<file path="src/rtl/fifo_word_packer.sv">
// rtl/fifo_word_packer.sv - packs PACK entries of a first-word-fall-through FIFO into one output word
module fifo_word_packer #(
  parameter int DATA_W = 8,
  parameter int PACK   = 4
) (
  input  logic                       clk,
  input  logic                       reset,
  input  logic                       fifo_empty_i,
  input  logic [DATA_W-1:0]          fifo_data_i,
  output logic                       fifo_pop_o,
  input  logic                       flush_i,
  output logic                       out_valid_o,
  input  logic                       out_ready_i,
  output logic [PACK*DATA_W-1:0]     out_data_o,
  output logic [$clog2(PACK+1)-1:0]  out_count_o
);

  localparam int IDX_W = $clog2(PACK);
  localparam int CNT_W = $clog2(PACK+1);

  typedef enum logic {FILL = 1'b0, HOLD = 1'b1} state_t;

  state_t                 state_q, state_d;
  logic [IDX_W-1:0]       idx_q, idx_d;
  logic [PACK*DATA_W-1:0] data_q, data_d;
  logic [CNT_W-1:0]       count_q, count_d;
  logic                   valid_q, valid_d;

  always_comb begin
    state_d    = state_q;
    idx_d      = idx_q;
    data_d     = data_q;
    count_d    = count_q;
    valid_d    = valid_q;
    fifo_pop_o = (state_q == FILL) && !fifo_empty_i && !reset;

    case (state_q)
      FILL: begin
        if (fifo_pop_o) begin
          for (int i = 0; i < PACK; i++) begin
            if (idx_q == IDX_W'(i)) begin
              data_d[i*DATA_W +: DATA_W] = fifo_data_i;
            end
          end
          // A flush in the same cycle as a pop still includes the popped entry
          if (idx_q == IDX_W'(PACK-1) || flush_i) begin
            state_d = HOLD;
            valid_d = 1'b1;
            count_d = CNT_W'(idx_q) + CNT_W'(1);
            idx_d   = '0;
          end else begin
            idx_d = idx_q + IDX_W'(1);
          end
        end else if (flush_i && idx_q != '0) begin
          state_d = HOLD;
          valid_d = 1'b1;
          count_d = CNT_W'(idx_q);
          idx_d   = '0;
        end
      end
      HOLD: begin
        if (out_ready_i) begin
          state_d = FILL;
          valid_d = 1'b0;
          count_d = '0;
          data_d  = '0;
        end
      end
      default: state_d = FILL;
    endcase
  end

  always_ff @(posedge clk) begin
    if (reset) begin
      state_q <= FILL;
      idx_q   <= '0;
      data_q  <= '0;
      count_q <= '0;
      valid_q <= 1'b0;
    end else begin
      state_q <= state_d;
      idx_q   <= idx_d;
      data_q  <= data_d;
      count_q <= count_d;
      valid_q <= valid_d;
    end
  end

  assign out_valid_o = valid_q;
  assign out_data_o  = data_q;
  assign out_count_o = count_q;

endmodule

</file>
<file path="config.mk">
export PLATFORM = sky130hd
export DESIGN_NAME = fifo_word_packer
export DESIGN_NICKNAME = d
export VERILOG_FILES = /design/src/rtl/fifo_word_packer.sv
export SDC_FILE = /design/constraint.sdc
export NUM_CORES = 1
export LEC_CHECK = 0
export ABC_AREA = 0
export CAP_MARGIN = 25
export CORE_ASPECT_RATIO = 1.4
export CORE_MARGIN = 2
export CORE_UTILIZATION = 45
export CTS_CLUSTER_DIAMETER = 80
export CTS_CLUSTER_SIZE = 8
export DETAILED_ROUTE_END_ITERATION = 10
export HOLD_SLACK_MARGIN = 0.02
export PLACE_DENSITY_LB_ADDON = 0.15
export REMOVE_ABC_BUFFERS = 1
export SKIP_CTS_REPAIR_TIMING = 1
export SLEW_MARGIN = 20
export SYNTH_ARGS = -nofsm -noshare
export SYNTH_HDL_FRONTEND = slang
export SYNTH_SLANG_ARGS = --single-unit
</file>
<file path="constraint.sdc">
create_clock -name clk -period 2.4 [get_ports clk]
set_input_delay 0.72 -clock clk [delete_from_list [all_inputs] [get_ports clk]]
set_output_delay 0.72 -clock clk [all_outputs]
set_load 0.01 [all_outputs]
</file>
* Word level (Yosys, flattened, before mapping)
Index checks and enable logic that the tools add are counted.
** Storage, ports and cells
- Register bits :: 39
- Latch bits :: 0
- RAM bits :: 0
- ROM bits :: 0
- Output and inout port bits :: 37
- Memories kept :: 0
** Operators by class
- $add $sub $neg :: 2
- $mul :: 0
- Div/mod/pow operators :: 0
- Order comparisons :: 0
- Equality and inequality tests :: 11
- Shift-type cells :: 0
- Mux-type cells :: 25
- Bitwise operators :: 1
- Reductions and logical operators :: 15
** Operators by type and width (number)
- two-way mux 32 bit :: 2
- one-hot mux 32 bit (2 select lines) :: 1
- two-way mux 8 bit :: 4
- AND reduction 3 bit :: 5
- two-way mux 3 bit :: 4
- two-way mux 1 bit :: 8
- != test 2 x 1 -> 1 bit (second input constant) :: 4
- two-way mux 2 bit :: 3
- != test 3 x 2 -> 1 bit (second input constant) :: 2
- one-hot mux 3 bit (2 select lines) :: 1
- == test 2 bit (second input constant) :: 2
- != test 2 bit (second input constant) :: 2
- one-hot mux 1 bit (2 select lines) :: 2
- nonzero test 2 bit :: 2
- adder 2 x 1 -> 3 bit (second input constant) :: 1
- logical AND 1 bit :: 3
- adder 2 x 1 -> 2 bit (second input constant) :: 1
- == test 2 x 1 -> 1 bit (second input constant) :: 1
- logical NOT 1 bit :: 2
- logical NOT 2 bit :: 1
- AND reduction 2 bit :: 1
- logical OR 1 bit :: 1
- NOT 1 bit :: 1

* Logic depth before layout (Yosys ltp)
Gate-level depths: netlist of run 1.
- Depth in word-level cells :: 5
- Gate-level depth with buffers :: 6

* Worst setup path after synthesis of run 1
No wires, ideal clock.
- Path kind :: input to output
- From :: input port fifo_empty_i
- To :: output port fifo_pop_o
- Arrival :: 1.136 ns
- Setup slack :: 0.544 ns
- Stages :: 2
- Path through :: buf_6 nor3_4
** Between the ends
- Cells in the longest elaborated chain, start to end :: 3
** Ends and longest elaborated chain
- start, declared :: line 8 : input logic fifo_empty_i,
- logical NOT 1 bit :: line 35 : fifo_pop_o = (state_q == FILL) && !fifo_empty_i && !reset;
- logical AND 1 bit (2 in series) :: line 35
- end, declared :: line 10 : output logic fifo_pop_o,
Every way passes these cells.

* Worst setup path after layout of run 1
Same ends and word-level chain as after synthesis.

==> results.py, run 1 <==
metrics = {
    "outcome": {
        "status": "completed",
    },
    "global_route": {
        "grt_first_pass_wirelength_microns": 6550,
        "grt_usage_pct": 22.4,
        "antenna_found_initial": 0,
        "overflow": 0,
        "grt_max_degree": 42,
        "grt_pass1_vias": 1438,
    },
    "hold_path": {
        "hold_path.startpoint": "out_count_o[1]",
        "min_path_type": "reg2reg",
        "hold_path_end": "out_count_o[1]",
        "holdPathStages": 2,
    },
    "placement": {
        "placed_cell_area_sq_um": 2120,
        "gp_congestion": 0.740,
        "port-buffer-count": 49,
        "preCtsSetupSlack_ns": -0.242,
        "dp.cells": 274,
        "hpwlAfterDp_microns": 3000,
    },
    "critical_path": {
        "worstPathMaxFanout": 2,
        "slowest_delay_ns": 0.46,
        "r2r-start": "idx_q[0]",
        "worstSetupEndpointType": "primary output",
        "crit_type": "in2out",
        "crit_slowest_cell": "clkdlybuf4s50_1",
        "rr_worst_depth": 5,
        "r2r-end": "out_count_o[1]",
        "worstPathArrival_ns": 1.54,
        "rrSetupSlack_ns": 0.86,
        "start_kind": "input port",
        "crit_required_ns": 1.68,
        "path_cells": "clkdlybuf4s50_1 -> nor3_4 -> dlymetal6s2s_1",
    },
    "logic_synthesis": {
        "synth.yosys.seq_area_share_pct": 48.7,
        "yosys-top-cells-area": "dfxtp_1, a21oi_1, nand3_1, nand2_1, ha_1",
        "synth_cells": 193,
        "netlist.top_cell.by_area": "dfxtp_1",
        "netlist.area_leader.share_pct": 48.7,
        "ys_warn_count": 0,
        "synth_area_per_cell_sq_um": 8.31,
        "syn_area_sq_um": 1600,
        "ys_seq_elements": 39,
        "yosysUniqueCellTypes": 27,
    },
    "sta": {
        "fin_crit_ns": 2.26,
        "worst_pin_slew_ns": 0.406,
        "period_share_pct": 94.0,
        "setup_ws_ns": 0.144,
        "clock_skew_ns": 0.000953,
        "rsz0062_at_grt": "no",
        "slew_viol_final": 0,
        "max_freq_mhz": 443,
        "relSlewSlack_pct": 72.9,
        "timing_hold_violations_final": 0,
        "setup-violations-final": 0,
    },
    "drt": {
        "wire_per_inst_microns": 14.5,
        "drt_iter0_markers": 30,
        "drc": 0,
        "vias": 1535,
        "firstDrtPassIters": 4,
        "final_antenna_net_count": 0,
        "avgViaCountPerCell": 5.48,
        "wirelength_microns": 4050,
    },
    "cells_and_area": {
        "drive_gt1_share_pct": 5.42,
        "nets": 258,
        "stdcell_count": 280,
        "final_area_sq_um": 2190,
        "antennaDiodeCount": 0,
        "fillers": 287,
        "areaGrowthSynthToFinish_pct": 36.6,
        "mostFrequentLayoutCell": "clkdlybuf4s50_1",
        "mostFrequentLayoutCells": "clkdlybuf4s50_1, nand2_1, dfxtp_1, a21oi_1, nand3_1",
    },
    "job": {
        "drv_cap": 0,
    },
    "floorplan": {
        "rows": 25,
        "dieArea_sq_um": 4060,
        "coreArea_sq_um": 3410,
        "die_height_microns": 74.6,
        "io_pins": 50,
        "start_util_pct": 47.0,
        "die_w_microns": 54.5,
    },
    "power": {
        "pwr-share-clk_pct": 32.3,
        "p_per_area_nw_per_um2": 542,
        "leakagePower_nw": 0.749,
        "p_switching_w": 0.000271,
        "p_sw_share_pct": 22.8,
        "power_frac_seq_pct": 56.4,
        "p_comb_share_pct": 11.2,
        "ir_drop_mv": 0.509,
        "p_int_w": 0.000917,
    },
    "clocking": {
        "cts_tree": "yes",
        "htreeDepth": 2,
        "cts-root-buf": "clkbuf_8",
        "cts_made_buffers": 5,
        "path_clk_slew_ns": 0.06,
        "clockBufferDepth": 2,
        "cts.sinks": 39,
        "clk_latency_ns": 0.28,
    },
}
cell type report:
| cell class | instances | area, sq um | area share, % |
|---|---|---|---|
| Sequential cell | 39 | 781 | 35.6 |
| Multi-Input combinational cell | 140 | 744 | 34.0 |
| Timing Repair Buffer | 53 | 536 | 24.4 |
| Clock buffer | 6 | 72.6 | 3.31 |
| Tap cell | 40 | 50.0 | 2.28 |
| Inverter | 2 | 7.51 | 0.343 |
synth_stat cells, drive strengths merged:
library cell,number
a21o,1
a21oi,37
a32oi,1
and2,3
buf,7
clkbuf,5
dfxtp,39
ha,4
inv,2
mux2i,1
nand2,40
nand2b,1
nand3,34
nand3b,2
nor2,3
nor2b,2
nor3,1
nor3b,1
o21a,1
o21ai,2
o21ba,1
o22ai,2
or2,1
or3,1
xor2,1
power groups by stage:
stage | combinational (W) | clock, W | sequential, W
final | 0.000133 | 0.000384 | 0.000670
after global routing | 0.000146 | 0.000424 | 0.000671
after CTS | 0.000134 | 0.000400 | 0.000670
after detailed placement | 0.000133 | 0 | 0.000685
after global placement | 0.000129 | 0 | 0.000684
after floorplan | 0.0000440 | 0 | 0.000689
per-layer routing:
layer	global-route usage [%]	vias to the layer above	wire [microns]
li1	-	756	-
met1	25.0	722	1590
met2	39.8	50	2170
met3	5.95	7	211
met4	8.06	0	81
met5	0	-	0
worst max-delay path by stage:
stage                  from    endpoint  slack, ns  cells past startpoint
2_1_floorplan  fifo_empty_i  fifo_pop_o       0.67                      1
3_3_place_gp   fifo_empty_i  fifo_pop_o      -0.24                      3
3_5_place_dp   fifo_empty_i  fifo_pop_o      -0.24                      3
4_1_cts        fifo_empty_i  fifo_pop_o      -0.25                      3
5_1_grt        fifo_empty_i  fifo_pop_o       0.08                      3
6_report       fifo_empty_i  fifo_pop_o       0.14                      3
flip-flops by register name (all words and copies together), names as in the netlist:
| name | flops |
|---|---|
| out_count_o | 3 |
| idx_q | 2 |
| state_q | 1 |
| out_valid_o | 1 |
| out_data_o | 32 |
worst max-delay path: cells and delay by family:
kind	cells	cell delay, ns
buffers and inverters	2	0.64
and+or+nand+nor	1	0.18
cells by family (layout without fill, tap and decap cells):
family	count (synthesis)	count (layout)	synth area share (%)
muxes	1	1	0.624
AOI/OAI and AO/OA	45	45	15.1
buffers and inverters	14	61	4.91
DFF	39	39	48.7
adders and majority gates	4	4	3.12
and+or+nand+nor	89	89	27.1
xor gates and xnor gates	1	1	0.546
metrics by stage:
stage          util [%]  TNS, ns  hold WS [ns]  power [W]
2_1_floorplan         -        0         0.480   0.000733
3_5_place_dp       62.1   -0.325         0.454   0.000818
3_3_place_gp       62.1   -0.237         0.450   0.000813
4_1_cts            64.2   -0.252         0.468    0.00120
6_report           64.3        0         0.466    0.00119
5_1_grt            64.3        0         0.488    0.00124
(Power assumes the default switching activity.)
==> inputs of run 2 (changes only) <==
--- a/config.mk
+++ b/config.mk
@@ -8,7 +8,6 @@
 export ABC_AREA = 0
 export CAP_MARGIN = 25
 export CORE_ASPECT_RATIO = 1.4
-export CORE_MARGIN = 2
 export CORE_UTILIZATION = 45
 export CTS_CLUSTER_DIAMETER = 80
 export CTS_CLUSTER_SIZE = 8
==> run 2 against run 1 <==
Effect of this change:
- sequential share of layout area down 0.64 points
- worst hold slack got worse by 0.0012 ns
- first-iteration DRC count is 13% lower
- core utilization rose by 1.8 points
- clock power increased by 45%
- cell area is 1.8% higher
- routed wire length is 7.3% lower
- cell count grew 1.1%
- sequential cell count did not move
- global-route usage shrank 1.0 points
- sequential power hardly changed
- critical endpoint unchanged
- largest power group unchanged
==> results.py, run 2 (synthesized netlist as in run 1, its figures left out) <==
metrics = {
    "clocking": {
        "clk_latency_ns": 0.29,
        "cts-root-buf": "clkbuf_8",
        "cts.sinks": 39,
        "cts_tree": "yes",
        "path_clk_slew_ns": 0.08,
        "htreeDepth": 2,
        "cts_made_buffers": 5,
        "clockBufferDepth": 2,
    },
    "drt": {
        "drc": 0,
        "final_antenna_net_count": 0,
        "drt_iter0_markers": 26,
        "wirelength_microns": 3760,
        "wire_per_inst_microns": 13.3,
        "vias": 1496,
        "avgViaCountPerCell": 5.29,
        "firstDrtPassIters": 4,
    },
    "critical_path": {
        "r2r-start": "idx_q[0]",
        "r2r-end": "out_count_o[0]",
        "worstPathArrival_ns": 1.54,
        "start_kind": "input port",
        "rr_worst_depth": 6,
        "rrSetupSlack_ns": 0.89,
        "crit_required_ns": 1.68,
        "crit_type": "in2out",
        "worstPathMaxFanout": 2,
        "worstSetupEndpointType": "primary output",
    },
    "global_route": {
        "met2_usage_pct": 36.7,
        "grt_first_pass_wirelength_microns": 5990,
        "overflow": 0,
        "grt_max_degree": 42,
        "grtUsageMet1_pct": 24.6,
        "grt-busiest-layer": "met2",
        "grt_usage_pct": 21.4,
        "global_route.usage.met3_pct": 5.42,
        "grt_pass1_vias": 1325,
        "antenna_found_initial": 0,
    },
    "power": {
        "p_int_w": 0.00106,
        "p_per_area_nw_per_um2": 608,
        "p_switching_w": 0.000299,
        "pwr-share-clk_pct": 41.1,
        "leakagePower_nw": 0.772,
        "p_sw_share_pct": 22.0,
        "p_comb_share_pct": 9.7,
        "power_frac_seq_pct": 49.2,
        "ir_drop_mv": 0.458,
    },
    "hold_path": {
        "min_path_type": "reg2reg",
        "holdPathStages": 2,
        "hold_path_end": "out_data_o[26]",
        "hold_path.startpoint": "out_data_o[26]",
    },
    "cells_and_area": {
        "nets": 259,
        "fillers": 293,
        "mostFrequentLayoutCell": "clkdlybuf4s50_1",
        "drive_gt1_share_pct": 7.00,
        "mostFrequentLayoutCells": "clkdlybuf4s50_1, nand2_1, dfxtp_1, a21oi_1, nand3_1",
        "antennaDiodeCount": 0,
        "fin_util_pct": 66.0,
        "areaGrowthSynthToFinish_pct": 39.1,
        "seqCellArea_sq_um": 781,
        "largest_reg_flops": 32,
        "multiInputGateArea_sq_um": 744,
    },
    "placement": {
        "hpwlAfterDp_microns": 2620,
        "gp_congestion": 0.777,
        "port-buffer-count": 49,
    },
    "outcome": {
        "status": "completed",
    },
    "sta": {
        "finalSetupTns_ns": 0,
        "fin_crit_ns": 2.26,
        "clock_skew_ns": 0.00693,
        "setup-violations-final": 0,
        "max_freq_mhz": 442,
        "period_share_pct": 94.2,
        "rsz0062_at_grt": "no",
        "slew_viol_final": 0,
        "timing_hold_violations_final": 0,
        "relSlewSlack_pct": 74.1,
        "worst_pin_slew_ns": 0.389,
    },
    "floorplan": {
        "die_w_microns": 52.5,
        "die_height_microns": 72.6,
        "dieArea_sq_um": 3810,
        "io_pins": 50,
        "start_util_pct": 47.5,
        "rows": 25,
        "coreArea_sq_um": 3380,
    },
    "job": {
        "drv_cap": 0,
    },
}
-- run 2: cell count changes in the layout (fill, tap and decap cells not counted) --
cell	previous run	this run
clkbuf_8	5	6
buf_12	1	0
clkinv_2	0	1
bufinv_16	0	1
buf_4	3	5
clkbuf_1	1	0
-- run 2: layout make-up --
type | instances | area share (%)
Clock buffer | 6 | 3.70
Clock inverter | 2 | 1.57
Inverter | 2 | 0.337
Multi-Input combinational cell | 140 | 33.4
Sequential cell | 39 | 35.0
Tap cell | 40 | 2.24
Timing Repair Buffer | 54 | 23.8
-- run 2: layer usage --
layer  share of wire, %  wire [microns]
met3                4.9             183
met5                  0               0
met2                 52            1950
met1                 41            1550
met4                1.8              68
-- run 2: worst max-delay path by stage --
stage / slack (ns) / end / depth (start not counted) / from
2_1_floorplan: 0.67 / fifo_pop_o / 1 / fifo_empty_i
4_1_cts: -0.25 / fifo_pop_o / 3 / fifo_empty_i
6_report: 0.14 / fifo_pop_o / 3 / fifo_empty_i
3_5_place_dp: -0.24 / fifo_pop_o / 3 / fifo_empty_i
5_1_grt: 0.09 / fifo_pop_o / 3 / fifo_empty_i
3_3_place_gp: -0.24 / fifo_pop_o / 3 / fifo_empty_i
-- run 2: per-stage QoR --
step	area (sq um)	power, W	hold WS [ns]	std cells	setup slack [ns]
after floorplan	1530	0.000733	0.480	181	0.665
after global placement	2110	0.000814	0.454	275	-0.238
after detailed placement	2110	0.000815	0.459	275	-0.242
after CTS	2230	0.00137	0.470	283	-0.251
after global routing	2230	0.00141	0.493	283	0.0871
final	2230	0.00136	0.465	283	0.140
-- run 2: power groups by stage --
stage          Sequential [W]  Clock, W  Combinational (W)
2_1_floorplan        0.000689         0          0.0000440
3_3_place_gp         0.000683         0           0.000132
3_5_place_dp         0.000683         0           0.000132
4_1_cts              0.000668  0.000570           0.000133
5_1_grt              0.000669  0.000595           0.000144
6_report             0.000668  0.000558           0.000131
-- run 2: critical path, stage by stage --
cell             delay (ns)
clkdlybuf4s50_1        0.45
nor3_4                 0.19
dlymetal6s2s_1         0.18
